`src/rtl/hazard_tag_pipeline_if.sv`:
```
// hazard_tag_pipeline_if: ID-stage tag inputs, stage tags and stall status
// exchanged between the hazard tag pipeline and its surroundings.
interface hazard_tag_pipeline_if #(
    parameter int REG_AW = 5,
    parameter int CNT_W  = 32
);
    logic              idValid;
    logic [REG_AW-1:0] idRd;
    logic              idRegWrite;
    logic              idMemRead;
    logic [REG_AW-1:0] idRs1;
    logic [REG_AW-1:0] idRs2;
    logic              idUseRs1;
    logic              idUseRs2;
    logic              flush;
    logic              freeze;
    logic              stall;
    logic [REG_AW-1:0] rdEx;
    logic              regWriteEx;
    logic              memReadEx;
    logic [REG_AW-1:0] rdMem;
    logic              regWriteMem;
    logic [REG_AW-1:0] rdWb;
    logic              regWriteWb;
    logic [CNT_W-1:0]  stallCount;

    modport master (
        output idValid, idRd, idRegWrite, idMemRead, idRs1, idRs2, idUseRs1, idUseRs2, flush, freeze,
        input  stall, rdEx, regWriteEx, memReadEx, rdMem, regWriteMem, rdWb, regWriteWb, stallCount
    );

    modport slave (
        input  idValid, idRd, idRegWrite, idMemRead, idRs1, idRs2, idUseRs1, idUseRs2, flush, freeze,
        output stall, rdEx, regWriteEx, memReadEx, rdMem, regWriteMem, rdWb, regWriteWb, stallCount
    );
endinterface

```
`src/rtl/hazard_tag_pipeline.sv`:
```
// hazard_tag_pipeline: carries destination tags through EX/MEM/WB for the
// forwarding unit, inserts a bubble on load-use hazards and counts stall cycles.
module hazard_tag_pipeline #(
    parameter int REG_AW = 5,
    parameter int CNT_W  = 32
) (
    input logic                  clk,
    input logic                  reset,
    hazard_tag_pipeline_if.slave bus
);
    logic              loadUse;
    logic              killId;
    logic [REG_AW-1:0] exRdNext;
    logic              exRegWriteNext;
    logic              exMemReadNext;
    logic [CNT_W-1:0]  cntNext;

    always_comb begin
        loadUse = bus.idValid & bus.memReadEx & bus.regWriteEx &
                  ((bus.idUseRs1 & (bus.idRs1 == bus.rdEx)) | (bus.idUseRs2 & (bus.idRs2 == bus.rdEx)));
        killId = bus.flush | loadUse | ~bus.idValid;
        exRdNext = killId ? '0 : bus.idRd;
        // writes to x0 are dropped here so the forwarding unit never matches x0
        exRegWriteNext = ~killId & bus.idRegWrite & (bus.idRd != '0);
        exMemReadNext = ~killId & bus.idMemRead;
        cntNext = &bus.stallCount ? bus.stallCount : bus.stallCount + 1'b1;
    end

    assign bus.stall = ~reset & (bus.freeze | (loadUse & ~bus.flush));

    always_ff @(posedge clk or posedge reset) begin
        if (reset) begin
            bus.rdEx <= '0;
            bus.regWriteEx <= 1'b0;
            bus.memReadEx <= 1'b0;
            bus.rdMem <= '0;
            bus.regWriteMem <= 1'b0;
            bus.rdWb <= '0;
            bus.regWriteWb <= 1'b0;
            bus.stallCount <= '0;
        end else begin
            if (!bus.freeze) begin
                bus.rdWb <= bus.rdMem;
                bus.regWriteWb <= bus.regWriteMem;
                bus.rdMem <= bus.rdEx;
                bus.regWriteMem <= bus.regWriteEx;
                bus.rdEx <= exRdNext;
                bus.regWriteEx <= exRegWriteNext;
                bus.memReadEx <= exMemReadNext;
            end
            if (bus.stall) bus.stallCount <= cntNext;
        end
    end
endmodule

```
`src/flat_wrapper.sv`:
```
// flat-port wrapper written by rule: the top's interface ports become plain ports
module hazard_tag_pipeline_flat 
#(
    parameter int REG_AW = 5,
    parameter int CNT_W  = 32
)
  (clk, reset, bus_idValid, bus_idRd, bus_idRegWrite, bus_idMemRead, bus_idRs1, bus_idRs2, bus_idUseRs1, bus_idUseRs2, bus_flush, bus_freeze, bus_stall, bus_rdEx, bus_regWriteEx, bus_memReadEx, bus_rdMem, bus_regWriteMem, bus_rdWb, bus_regWriteWb, bus_stallCount);
  hazard_tag_pipeline_if #(.REG_AW(REG_AW), .CNT_W(CNT_W)) bus_i ();
  input logic clk;
  input logic reset;
  input wire logic [$bits(bus_i.idValid)-1:0] bus_idValid;
  input wire logic [$bits(bus_i.idRd)-1:0] bus_idRd;
  input wire logic [$bits(bus_i.idRegWrite)-1:0] bus_idRegWrite;
  input wire logic [$bits(bus_i.idMemRead)-1:0] bus_idMemRead;
  input wire logic [$bits(bus_i.idRs1)-1:0] bus_idRs1;
  input wire logic [$bits(bus_i.idRs2)-1:0] bus_idRs2;
  input wire logic [$bits(bus_i.idUseRs1)-1:0] bus_idUseRs1;
  input wire logic [$bits(bus_i.idUseRs2)-1:0] bus_idUseRs2;
  input wire logic [$bits(bus_i.flush)-1:0] bus_flush;
  input wire logic [$bits(bus_i.freeze)-1:0] bus_freeze;
  output wire logic [$bits(bus_i.stall)-1:0] bus_stall;
  output wire logic [$bits(bus_i.rdEx)-1:0] bus_rdEx;
  output wire logic [$bits(bus_i.regWriteEx)-1:0] bus_regWriteEx;
  output wire logic [$bits(bus_i.memReadEx)-1:0] bus_memReadEx;
  output wire logic [$bits(bus_i.rdMem)-1:0] bus_rdMem;
  output wire logic [$bits(bus_i.regWriteMem)-1:0] bus_regWriteMem;
  output wire logic [$bits(bus_i.rdWb)-1:0] bus_rdWb;
  output wire logic [$bits(bus_i.regWriteWb)-1:0] bus_regWriteWb;
  output wire logic [$bits(bus_i.stallCount)-1:0] bus_stallCount;
  assign bus_i.idValid = bus_idValid;
  assign bus_i.idRd = bus_idRd;
  assign bus_i.idRegWrite = bus_idRegWrite;
  assign bus_i.idMemRead = bus_idMemRead;
  assign bus_i.idRs1 = bus_idRs1;
  assign bus_i.idRs2 = bus_idRs2;
  assign bus_i.idUseRs1 = bus_idUseRs1;
  assign bus_i.idUseRs2 = bus_idUseRs2;
  assign bus_i.flush = bus_flush;
  assign bus_i.freeze = bus_freeze;
  assign bus_stall = bus_i.stall;
  assign bus_rdEx = bus_i.rdEx;
  assign bus_regWriteEx = bus_i.regWriteEx;
  assign bus_memReadEx = bus_i.memReadEx;
  assign bus_rdMem = bus_i.rdMem;
  assign bus_regWriteMem = bus_i.regWriteMem;
  assign bus_rdWb = bus_i.rdWb;
  assign bus_regWriteWb = bus_i.regWriteWb;
  assign bus_stallCount = bus_i.stallCount;
  hazard_tag_pipeline #(.REG_AW(REG_AW), .CNT_W(CNT_W)) u_core (.clk(clk), .reset(reset), .bus(bus_i));
endmodule
```
`config.mk`:
```
export PLATFORM = sky130hd
export DESIGN_NAME = hazard_tag_pipeline_flat
export DESIGN_NICKNAME = d
export VERILOG_FILES = /design/src/rtl/hazard_tag_pipeline_if.sv /design/src/rtl/hazard_tag_pipeline.sv /design/src/flat_wrapper.sv
export SDC_FILE = /design/constraint.sdc
export NUM_CORES = 1
export LEC_CHECK = 0
export BUFFER_PORTS_ARGS = -buffer_cell sky130_fd_sc_hd__buf_2
export CORE_ASPECT_RATIO = 0.5
export CORE_UTILIZATION = 45
export DETAILED_ROUTE_END_ITERATION = 16
export PLACE_DENSITY = 0.77
export RECOVER_POWER = 100
export SLEW_MARGIN = 15
export SYNTH_ARGS = -nofsm -noshare
export SYNTH_HDL_FRONTEND = slang
export SYNTH_SLANG_ARGS = --single-unit
```
`constraint.sdc`:
```
create_clock -name clk -period 4.7 [get_ports clk]
set_input_delay 0.47 -clock clk [delete_from_list [all_inputs] [get_ports clk]]
set_output_delay 0.47 -clock clk [all_outputs]
set_load 0.05 [all_outputs]
```
; ---- Word level (Yosys, flattened, before mapping)
; Cells that the tools add are included.
; Widths: inputs -> output; s select.
[totals]
wordCells = 34
out_inout_bits = 52
reg_bits = 51
[op_classes]
n_addsub = 1
mux = 1
reduce_logical = 3
eq_ne = 2
n_bitwise = 19
[ops]
columns = operator, count
row1 = $add 32x1->32 const B, 1
row2 = $reduce_and 32->1, 1
row3 = $and 1x1->1, 10
row4 = $eq 5x5->1, 2
row5 = $mux 5, 1
row6 = $not 1->1, 5
row7 = $reduce_bool 5->1, 1
row8 = $or 1x1->1, 4
row9 = $reduce_and 2->1, 1

; ---- Longest topological paths before layout
; Gate-level depths: netlist of the first run.
[depth]
ltp_word = 9
ltp_mapped = 7
mapped_depth_nobuf = 6

; ---- Least setup slack after synthesis of the first run
; OpenSTA, ideal clock, no wires.
[synth_timing]
path_kind = in2out
from = input reset
to = output bus_stall
path_stages = 6
slack_ns = 1.684
t_required_ns = 4.230
arrival_time_ns = 2.546
path_buffers = 1
path_cell_list = inv_1 nand4_1 o32ai_2 nor2_1 buf_6 inv_1
[synth_via]
elab_chain_len = 2
[synth_lines]
columns = item, line
row1 = start: declaration, flat_wrapper.sv:10  ; input logic reset;
row2 = $not 1->1, hazard_tag_pipeline.sv:29  ; assign bus.stall = ~reset & (bus.freeze | (loadUse & ~bus.flush));
row3 = $and 1x1->1, hazard_tag_pipeline.sv:29
row4 = end: declaration, flat_wrapper.sv:21  ; output wire logic [$bits(bus_i.stall)-1:0] bus_stall;
; Every way passes these cells.

; ---- Worst setup path after layout of the first run
; Ends and elaborated chain as after synthesis.

==> results of run 1 <==
-- flip-flops by register name, indices dropped and copies added (netlist names) --
register	cells
u_core.bus.regWriteEx	1
u_core.bus.rdMem	5
u_core.bus.stallCount	32
u_core.bus.regWriteMem	1
u_core.bus.regWriteWb	1
u_core.bus.rdEx	5
u_core.bus.rdWb	5
u_core.bus.memReadEx	1
-- final cells by class --
class,count,area share
inverter,3,0.00394
timing repair buffer,76,0.111
clock buffer,7,0.0267
multi-input combinational,150,0.380
sequential,51,0.446
clock inverter,1,0.00175
tap,70,0.0306
-- power by group through the flow --
stage               Combinational (mW)  Clock, mW  Sequential (mW)
floorplan                       0.0829          0            0.674
global placement                 0.294          0            0.532
detailed placement               0.300          0            0.536
CTS                              0.302      0.247            0.528
global route                     0.300      0.270            0.537
finish                           0.282      0.244            0.530
-- layout by cell type (no fill, tap or decap), types with 3 or more instances in the layout --
| cell type | n |
|---|---|
| nor3_1 | 8 |
| inv_1 | 3 |
| nand4_1 | 20 |
| clkbuf_8 | 5 |
| nand3_1 | 15 |
| buf_2 | 22 |
| xor2_1 | 11 |
| clkbuf_1 | 55 |
| nand2_1 | 12 |
| and3_1 | 9 |
| a22o_1 | 6 |
| xnor2_1 | 29 |
| dfrtp_1 | 51 |
| mux2_2 | 13 |
| nor4_1 | 5 |
| nor2_1 | 6 |
-- metal layers --
metal	vias to the layer above	GRT usage	wire, µm
li1	916	-	-
met5	-	0	0
met2	75	0.330	2540
met1	961	0.238	2330
met4	0	0.0926	53
met3	7	0.0472	300
-- worst min-delay path, delay by kind of cell --
family / cells / cell delay (ns)
buffers and inverters: 3 / 0.68
-- cells by family (layout without fill, tap and decap cells) --
family | Yosys count | count (layout)
mux | 14 | 14
flops | 51 | 51
fa+ha+maj | 1 | 1
compound gates | 11 | 11
simple gates | 84 | 84
buf+inv | 10 | 87
xor+xnor | 40 | 40
-- worst paths after layout --
check,start,slack [ns],endpoint
worst max-delay path,reset,1.83,bus_stall
worst min-delay path,reset,0.35,u_core.bus.stallCount[30]
worst max register to register,u_core.bus.stallCount[11],2.06,u_core.bus.stallCount[1]
worst min register to register,u_core.bus.stallCount[4],0.50,u_core.bus.stallCount[4]
max in group asynchronous,reset,3.93,u_core.bus.stallCount[26]
min in group clk,bus_idMemRead,0.38,u_core.bus.memReadEx
==> results.sh, run 1 <==
export IMPL_ff2ff_path_depth=5
export IMPL_holdWs_ns=0.353
export IMPL_cts_sinks=51
export IMPL_die_w_um=106
export IMPL_crit_cells=8
export IMPL_p_seq_frac=0.502
export IMPL_core_um2=5070
export IMPL_dieArea_um2=5740
export IMPL_grt_overflow=0
export IMPL_grt_pass1_wl_um=8400
export IMPL_yosysMostFrequentCell="dfrtp_1"
export IMPL_synth_top_family_by_area="simple AND/OR/NAND/NOR gates"
export IMPL_crit_buf_inv=5
export IMPL_pwr_share_comb=0.267
export IMPL_fin_util=0.564
export IMPL_rsz0062_at_grt="false"
export IMPL_wl_um=5220
export IMPL_areaGrowthSynthToFinish_pct=17.2
export IMPL_regArea_um2=1280
export IMPL_hold_path_class="in2async"
export IMPL_gp_congestion=0.817
export IMPL_post_cts_resized=0
export IMPL_synth_cells=211
export IMPL_grt_max_degree=54
export IMPL_worstPathCellList="buf_2 > inv_1 > buf_4 > nand2_1 > o32ai_1 > nor2_1 > inv_1 > clkbuf_1"
export IMPL_synth_largest_area_cell="dfrtp_1"
export IMPL_synth_simple_area_share=0.199
export IMPL_critPathMostFrequentCell="inv_1"
export IMPL_syn_nets=236
export IMPL_ys_types=34
export IMPL_fin_worst_skew_ns=0.00635
export IMPL_swShare=0.383
export IMPL_synth_async_reset_ratio=1.00
export IMPL_synth_edff_count=0
export IMPL_muxShareOfSynthArea=0.0662
export IMPL_slowest_delay_ns=0.53
export IMPL_drtAntennaViolNets=0
export IMPL_clock_fmax_mhz=348
export IMPL_multi_input_area_um2=1090
export IMPL_power_frac_clock=0.231
export IMPL_final_nets=312
export IMPL_synth_area_leaders="dfrtp_1 52%, xnor2_1 10%, mux2_2 6.0%"
export IMPL_worst_pin_slew_ns=1.00
export IMPL_fin_cells=358
export IMPL_route_detailed_drc=0
export IMPL_setup_slack_ns=1.83
export IMPL_path_clk_slew_ns=0.09
export IMPL_drive_gt1_frac=0.156
export IMPL_drt_iter0_markers=26
export IMPL_synth_compound_area_frac=0.0410
export IMPL_fin_area_um2=2860
export IMPL_num_rows=18
export IMPL_critPathSlowestCell="buf_4"
export IMPL_synth_area_um2=2440
export IMPL_cts_root_buf="clkbuf_8"
export IMPL_synth_xor_area_share=0.144
export IMPL_end_kind="output pin"
export IMPL_finalSetupTns_ns=0
export IMPL_io_pins=76
export IMPL_vdd_ir_drop_worst_v=0.000176
export IMPL_maxSlewHeadroom=0.322
export IMPL_leakage_nw=1.25
export IMPL_slew_violations=0
export IMPL_power_switching_mw=0.404
export IMPL_dp_hpwl_um=3760
export IMPL_num_vias=1959
export IMPL_placed_area_um2=2870
export IMPL_grt_pass1_vias=1798
export IMPL_yosysTopAreaCellShare=0.523
export IMPL_cp_max_fo=53
export IMPL_cp_arrival_ns=2.40
export IMPL_hold_buffers=0
export IMPL_yosys_warnings=0
export IMPL_htree_levels=2
export IMPL_critPathRequiredTime_ns=4.23
export IMPL_num_fill_cells=477
export IMPL_cts_setup_buffers=0
export IMPL_finalSetupViolations=0
export IMPL_die_h_um=54.1
export IMPL_power_density_nw_per_um2=369
export IMPL_p_int_mw=0.651
export IMPL_fin_crit_sh=0.612
export IMPL_cp_top_family="buffers and inverters"
export IMPL_ys_seq_area_frac=0.523
export IMPL_status="completed"
export IMPL_ys_top_cells_by_count="51 x dfrtp_1, 29 x xnor2_1, 20 x nand4_1"
export IMPL_place_inst=350
export IMPL_cap_viol_max_count=0
export IMPL_start_kind="primary input"
export IMPL_numCtsBuffers=5
export IMPL_grt_usage=0.193
export IMPL_io_buffers=75
export IMPL_start_util=0.481
export IMPL_total_power_mw=1.06
export IMPL_synthAdderAreaFrac=0.00513
export IMPL_clk_latency_ns=0.30
export IMPL_avgSynthCellArea_um2=11.6
export IMPL_ys_dominant_reg_cell="dfrtp_1"
export IMPL_diodes=0
export IMPL_cts_tree="done"
export IMPL_antenna_found_initial=0
export IMPL_path_class="in2out"
export IMPL_finalHoldViolations=0
export IMPL_dp_slack_ns=2.07
export IMPL_ctsLongestPathBuffers=2
export IMPL_ys_ff_latch=51
export IMPL_drtPass1Iterations=4
export IMPL_viasPerCell=5.47
export IMPL_min_period_ns=2.87
export IMPL_wl_per_cell_um=14.6
No activity file was read; power rests on OpenSTA's default activity.
==> run 2, diff against run 1 <==
--- a/config.mk
+++ b/config.mk
@@ -9,7 +9,7 @@
 export CORE_ASPECT_RATIO = 0.5
 export CORE_UTILIZATION = 45
 export DETAILED_ROUTE_END_ITERATION = 16
-export PLACE_DENSITY = 0.77
+export PLACE_DENSITY = 0.79
 export RECOVER_POWER = 100
 export SLEW_MARGIN = 15
 export SYNTH_ARGS = -nofsm -noshare
==> constraint.sdc (replaced) <==
create_clock -name clk -period 2.3 [get_ports clk]
set_input_delay 0.23 -clock clk [delete_from_list [all_inputs] [get_ports clk]]
set_output_delay 0.23 -clock clk [all_outputs]
set_load 0.05 [all_outputs]
==> run 2 against run 1 <==
Against the previous run: wire length up 2.5%; power up 110%; register-to-register slack worse by 1.9 ns; critical path depth unchanged; hold slack worse by 0.20 ns; non-clock buffer count up 6.
==> results.sh, run 2 (synthesized netlist as in run 1, its figures left out) <==
export IMPL_drive_gt1_frac=0.191
export IMPL_grt_pass1_vias=1803
export IMPL_grt_max_degree=40
export IMPL_viasPerCell=5.37
export IMPL_cap_viol_max_count=0
export IMPL_power_density_nw_per_um2=744
export IMPL_r2r_setup_slack_ns=0.15
export IMPL_antenna_found_initial=0
export IMPL_drtPass1Iterations=4
export IMPL_maxSlewHeadroom=0.376
export IMPL_reg2reg_to="u_core.bus.stallCount[1]"
export IMPL_cp_max_fo=13
export IMPL_largest_reg_flops=32
export IMPL_status="completed"
export IMPL_cts_tree="done"
export IMPL_min_to="u_core.bus.memReadEx"
export IMPL_areaGrowthSynthToFinish_pct=20.3
export IMPL_r2r_start="u_core.bus.stallCount[25]"
export IMPL_ctsLongestPathBuffers=2
export IMPL_path_class="in2out"
export IMPL_num_rows=18
export IMPL_finalSetupViolations=0
export IMPL_regArea_um2=1280
export IMPL_final_nets=318
export IMPL_min_from="bus_idMemRead"
export IMPL_cp_arrival_ns=1.94
export IMPL_drt_iter0_markers=58
export IMPL_ff2ff_path_depth=5
export IMPL_wl_per_cell_um=14.7
export IMPL_finalHoldViolations=0
export IMPL_die_w_um=106
export IMPL_critPathRequiredTime_ns=2.07
export IMPL_vdd_ir_drop_worst_v=0.000381
export IMPL_core_um2=5070
export IMPL_fin_util=0.579
export IMPL_fin_crit_sh=0.945
export IMPL_end_kind="output pin"
export IMPL_multi_input_area_um2=1110
export IMPL_dp_hpwl_um=3920
export IMPL_io_pins=76
export IMPL_num_vias=1949
export IMPL_numCtsBuffers=5
export IMPL_io_buffers=75
export IMPL_rsz0062_at_grt="false"
export IMPL_fin_worst_skew_ns=0.00362
export IMPL_final_common_cell="clkbuf_1"
export IMPL_start_util=0.481
export IMPL_wl_um=5350
export IMPL_regMostFlops="u_core.bus.stallCount"
export IMPL_cts_sinks=51
export IMPL_route_detailed_drc=0
export IMPL_drtAntennaViolNets=0
export IMPL_cts_setup_buffers=0
export IMPL_grt_usage=0.199
export IMPL_htree_levels=2
export IMPL_grt_pass1_wl_um=8750
export IMPL_cts_root_buf="clkbuf_8"
export IMPL_start_kind="primary input"
export IMPL_dieArea_um2=5740
export IMPL_leakage_nw=1.27
export IMPL_final_cell_mix="55 x clkbuf_1, 51 x dfrtp_1, 29 x xnor2_1"
export IMPL_clock_fmax_mhz=460
export IMPL_path_clk_slew_ns=0.09
export IMPL_hold_path_class="in2reg"
export IMPL_num_fill_cells=454
export IMPL_finalSetupTns_ns=0
export IMPL_diodes=0
export IMPL_die_h_um=54.1
export IMPL_grt_overflow=0
export IMPL_holdPathStages=2
export IMPL_min_period_ns=2.17
export IMPL_slew_violations=0
export IMPL_clk_latency_ns=0.29
export IMPL_gp_congestion=0.843
export IMPL_worst_pin_slew_ns=0.936
[run 2: changes by cell type in the layout (fill, tap and decap cells not counted), sizes merged]
cell / delta
dlygate4sd3: +1
clkbuf: +3
inv: -1
buf: +1
clkinvlp: +1
[run 2: worst max-delay path: stages]
cell and delay, ns:
dlygate4sd3_1 0.52, buf_2 0.13, clkinvlp_4 0.10, nand4_1 0.11, o32ai_2 0.11, nor2_2 0.43
inv_1 0.08, clkbuf_4 0.22
[run 2: area by class of cell]
type                            count  share of cell area
Sequential cell                    51               0.435
Multi-Input combinational cell    150               0.380
Timing Repair Buffer               82               0.121
Tap cell                           70              0.0298
Clock buffer                        6              0.0281
Inverter                            3             0.00512
Clock inverter                      1             0.00171
[run 2: worst max-delay path by stage]
stage,startpoint,to,depth (start not counted)
2_1_floorplan,u_core.bus.stallCount[24],u_core.bus.stallCount[1],6
3_3_place_gp,u_core.bus.rdEx[2],u_core.bus.regWriteEx,6
3_5_place_dp,u_core.bus.rdEx[3],u_core.bus.regWriteEx,6
4_1_cts,u_core.bus.rdEx[3],bus_stall,6
5_1_grt,reset,bus_stall,8
6_report,reset,bus_stall,8
[run 2: repair_timing]
action | in CTS | in global routing
setup endpoints to repair | 1 | 8
gates resized for setup | 1 | 2
hold buffers | 1 | 0
endpoints found under the hold margin | 12 | 0
pin swaps | 0 | 1
[run 2: per-stage QoR]
stage | setup WS, ns | hold WS, ns | cells | power, mW | cell area (µm²)
2_1_floorplan | 0.0998 | 0.287 | 211 | 1.55 | 2440
3_3_place_gp | 0.216 | 0.295 | 355 | 1.70 | 2910
3_5_place_dp | 0.140 | 0.296 | 355 | 1.72 | 2910
4_1_cts | 0.0743 | 0.146 | 363 | 2.23 | 3010
5_1_grt | 0.0175 | 0.145 | 363 | 2.28 | 2940
6_report | 0.126 | 0.153 | 363 | 2.18 | 2940
[run 2: metal layers]
layer  up-vias  track usage  wire [µm]
met4         0       0.0440         21
met1       958        0.263       2490
met3         2       0.0460        277
met2        61        0.341       2560
li1        928            -          -
met5         -            0          0
[run 2: where the power goes]
| part | switching (mW) | internal, mW | total [mW] |
|---|---|---|---|
| clock network | 0.280 | 0.237 | 0.517 |
| logic | 0.442 | 0.140 | 0.582 |
| registers | 0.104 | 0.980 | 1.08 |
==> run 3, diff against run 2 <==
--- a/config.mk
+++ b/config.mk
@@ -6,10 +6,12 @@
 export NUM_CORES = 1
 export LEC_CHECK = 0
 export BUFFER_PORTS_ARGS = -buffer_cell sky130_fd_sc_hd__buf_2
+export CELL_PAD_IN_SITES_DETAIL_PLACEMENT = 1
+export CELL_PAD_IN_SITES_GLOBAL_PLACEMENT = 1
 export CORE_ASPECT_RATIO = 0.5
-export CORE_UTILIZATION = 45
+export CORE_UTILIZATION = 35
 export DETAILED_ROUTE_END_ITERATION = 16
-export PLACE_DENSITY = 0.79
+export PLACE_DENSITY = 0.8
 export RECOVER_POWER = 100
 export SLEW_MARGIN = 15
 export SYNTH_ARGS = -nofsm -noshare
==> run 3 against run 2 <==
Against the previous run: sequential share of layout area is 1.8 points lower; sequential cell count stayed put; via count is 2.4% higher; clock power is 66% higher; wire length is 21% higher; register-to-register slack hardly changed; combinational power is 1% higher; critical path depth is 2 lower; utilization is 12 points lower; first-iteration DRC count is 26% lower; highest routed layer unchanged; hold slack better by 0.016 ns.
==> results.sh, run 3 (synthesized netlist as in run 1, its figures left out) <==
export IMPL_viasPerCell=5.18
export IMPL_cts_sinks=51
export IMPL_wirelength_met1_um=2830
export IMPL_ff2ff_path_depth=6
export IMPL_hold_path_class="in2reg"
export IMPL_status="completed"
export IMPL_final_nets=317
export IMPL_finalSetupViolations=0
export IMPL_leakage_nw=1.32
export IMPL_min_period_ns=2.22
export IMPL_wl_per_cell_um=16.8
export IMPL_diodes=0
export IMPL_cp_arrival_ns=1.99
export IMPL_r2r_start="u_core.bus.rdEx[3]"
export IMPL_die_w_um=120
export IMPL_cts_tree="done"
export IMPL_critPathRequiredTime_ns=2.07
export IMPL_final_cell_mix="52 x clkbuf_1, 51 x dfrtp_1, 29 x xnor2_1"
export IMPL_drt_iter0_markers=43
export IMPL_drtAntennaViolNets=0
export IMPL_grt_usage=0.186
export IMPL_r2r_setup_slack_ns=0.14
export IMPL_met2_length_um=3250
export IMPL_clk_latency_ns=0.29
export IMPL_cts_root_buf="clkbuf_16"
export IMPL_num_rows=21
export IMPL_fin_crit_sh=0.967
export IMPL_fin_worst_skew_ns=0.00244
export IMPL_route_detailed_drc=0
export IMPL_start_util=0.364
export IMPL_worst_pin_slew_ns=1.08
export IMPL_grt_pass1_vias=2106
export IMPL_regMostFlops="u_core.bus.stallCount"
export IMPL_die_h_um=61.0
export IMPL_dp_hpwl_um=4700
export IMPL_finalSetupTns_ns=0
export IMPL_wl_um=6480
export IMPL_top_layer="met4"
export IMPL_start_kind="flip-flop"
export IMPL_dp_slack_ns=0.145
export IMPL_htree_levels=2
export IMPL_dieArea_um2=7330
export IMPL_num_fill_cells=778
export IMPL_setup_slack_ns=0.0752
export IMPL_grt_pass1_wl_um=10400
export IMPL_reg2reg_to="u_core.bus.stallCount[20]"
export IMPL_cp_endpoint="bus_stall"
export IMPL_num_vias=1996
export IMPL_drive_gt1_frac=0.205
export IMPL_ctsLongestPathBuffers=2
export IMPL_path_class="reg2out"
export IMPL_cap_viol_max_count=0
export IMPL_largest_reg_flops=32
export IMPL_antenna_found_initial=0
export IMPL_final_common_cell="clkbuf_1"
export IMPL_clock_fmax_mhz=449
export IMPL_areaGrowthSynthToFinish_pct=25.4
export IMPL_slew_violations=0
export IMPL_wl_met3_um=291
export IMPL_drtPass1Iterations=4
export IMPL_finalHoldViolations=0
export IMPL_startpoint="u_core.bus.regWriteEx"
export IMPL_end_kind="output pin"
export IMPL_rsz0062_at_grt="true"
export IMPL_core_um2=6700
export IMPL_vdd_ir_drop_worst_v=0.000297
export IMPL_grt_max_degree=44
export IMPL_total_power_mw=2.53
export IMPL_io_buffers=75
export IMPL_power_density_nw_per_um2=828
export IMPL_gp_congestion=0.793
export IMPL_cts_setup_buffers=0
export IMPL_numCtsBuffers=5
export IMPL_maxSlewHeadroom=0.277
export IMPL_path_clk_slew_ns=0.06
export IMPL_io_pins=76
export IMPL_grt_overflow=0
export IMPL_cp_max_fo=13
-- run 3: changes by cell type in the layout (fill, tap and decap cells not counted), sizes merged --
cell    delta
clkbuf     -4
bufinv     +1
buf        +3
-- run 3: metrics by stage --
step | instances | hold WS (ns) | utilization | cell area, µm²
finish | 385 | 0.169 | 0.457 | 3060
global route | 385 | 0.167 | 0.457 | 3060
CTS | 385 | 0.168 | 0.465 | 3120
detailed placement | 376 | 0.190 | 0.437 | 2930
global placement | 376 | 0.192 | 0.437 | 2930
floorplan | 211 | 0.287 | - | 2440
-- run 3: timing repair --
action | 4_1_cts | 5_1_grt
hold buffers | 1 | 0
gates resized for setup | 1 | 2
endpoints found under the hold margin | 8 | 0
endpoints found under the setup margin | 1 | 15
-- run 3: final cells by class --
class / instances / area, µm² / area share
Inverter: 3 / 12.5 / 0.00409
Timing Repair Buffer: 81 / 353 / 0.115
Multi-Input combinational cell: 150 / 1130 / 0.369
Clock buffer: 6 / 139 / 0.0454
Tap cell: 92 / 115 / 0.0376
Clock inverter: 2 / 35.0 / 0.0114
Sequential cell: 51 / 1280 / 0.417
-- run 3: critical path, cell delays in order, from the launching register on --
cell and delay [ns]:
dfrtp_1 0.44, and4b_1 0.25, nand4_1 0.14, o32ai_4 0.12
nor2_2 0.46, inv_1 0.07, buf_2 0.22
-- run 3: worst min-delay path by stage --
stage                       start              endpoint  slack (ns)  cells after the start
CTS                   bus_idRd[2]    u_core.bus.rdEx[2]        0.17                      2
global route        bus_idMemRead  u_core.bus.memReadEx        0.17                      2
floorplan                   reset  u_core.bus.memReadEx        0.29                      1
global placement            reset    u_core.bus.rdEx[0]        0.19                      2
finish              bus_idMemRead  u_core.bus.memReadEx        0.17                      2
detailed placement          reset    u_core.bus.rdEx[0]        0.19                      2
-- run 3: power by group --
part / switching [mW] / internal [mW]
registers: 0.105 / 0.981
clock network: 0.316 / 0.541
logic: 0.442 / 0.148
total: 0.863 / 1.67
-- run 3: layer usage --
layer,global-route usage,vias to the layer above
met5,0,-
met4,0.0768,0
met3,0.0435,13
met2,0.346,45
met1,0.216,1014
li1,-,924
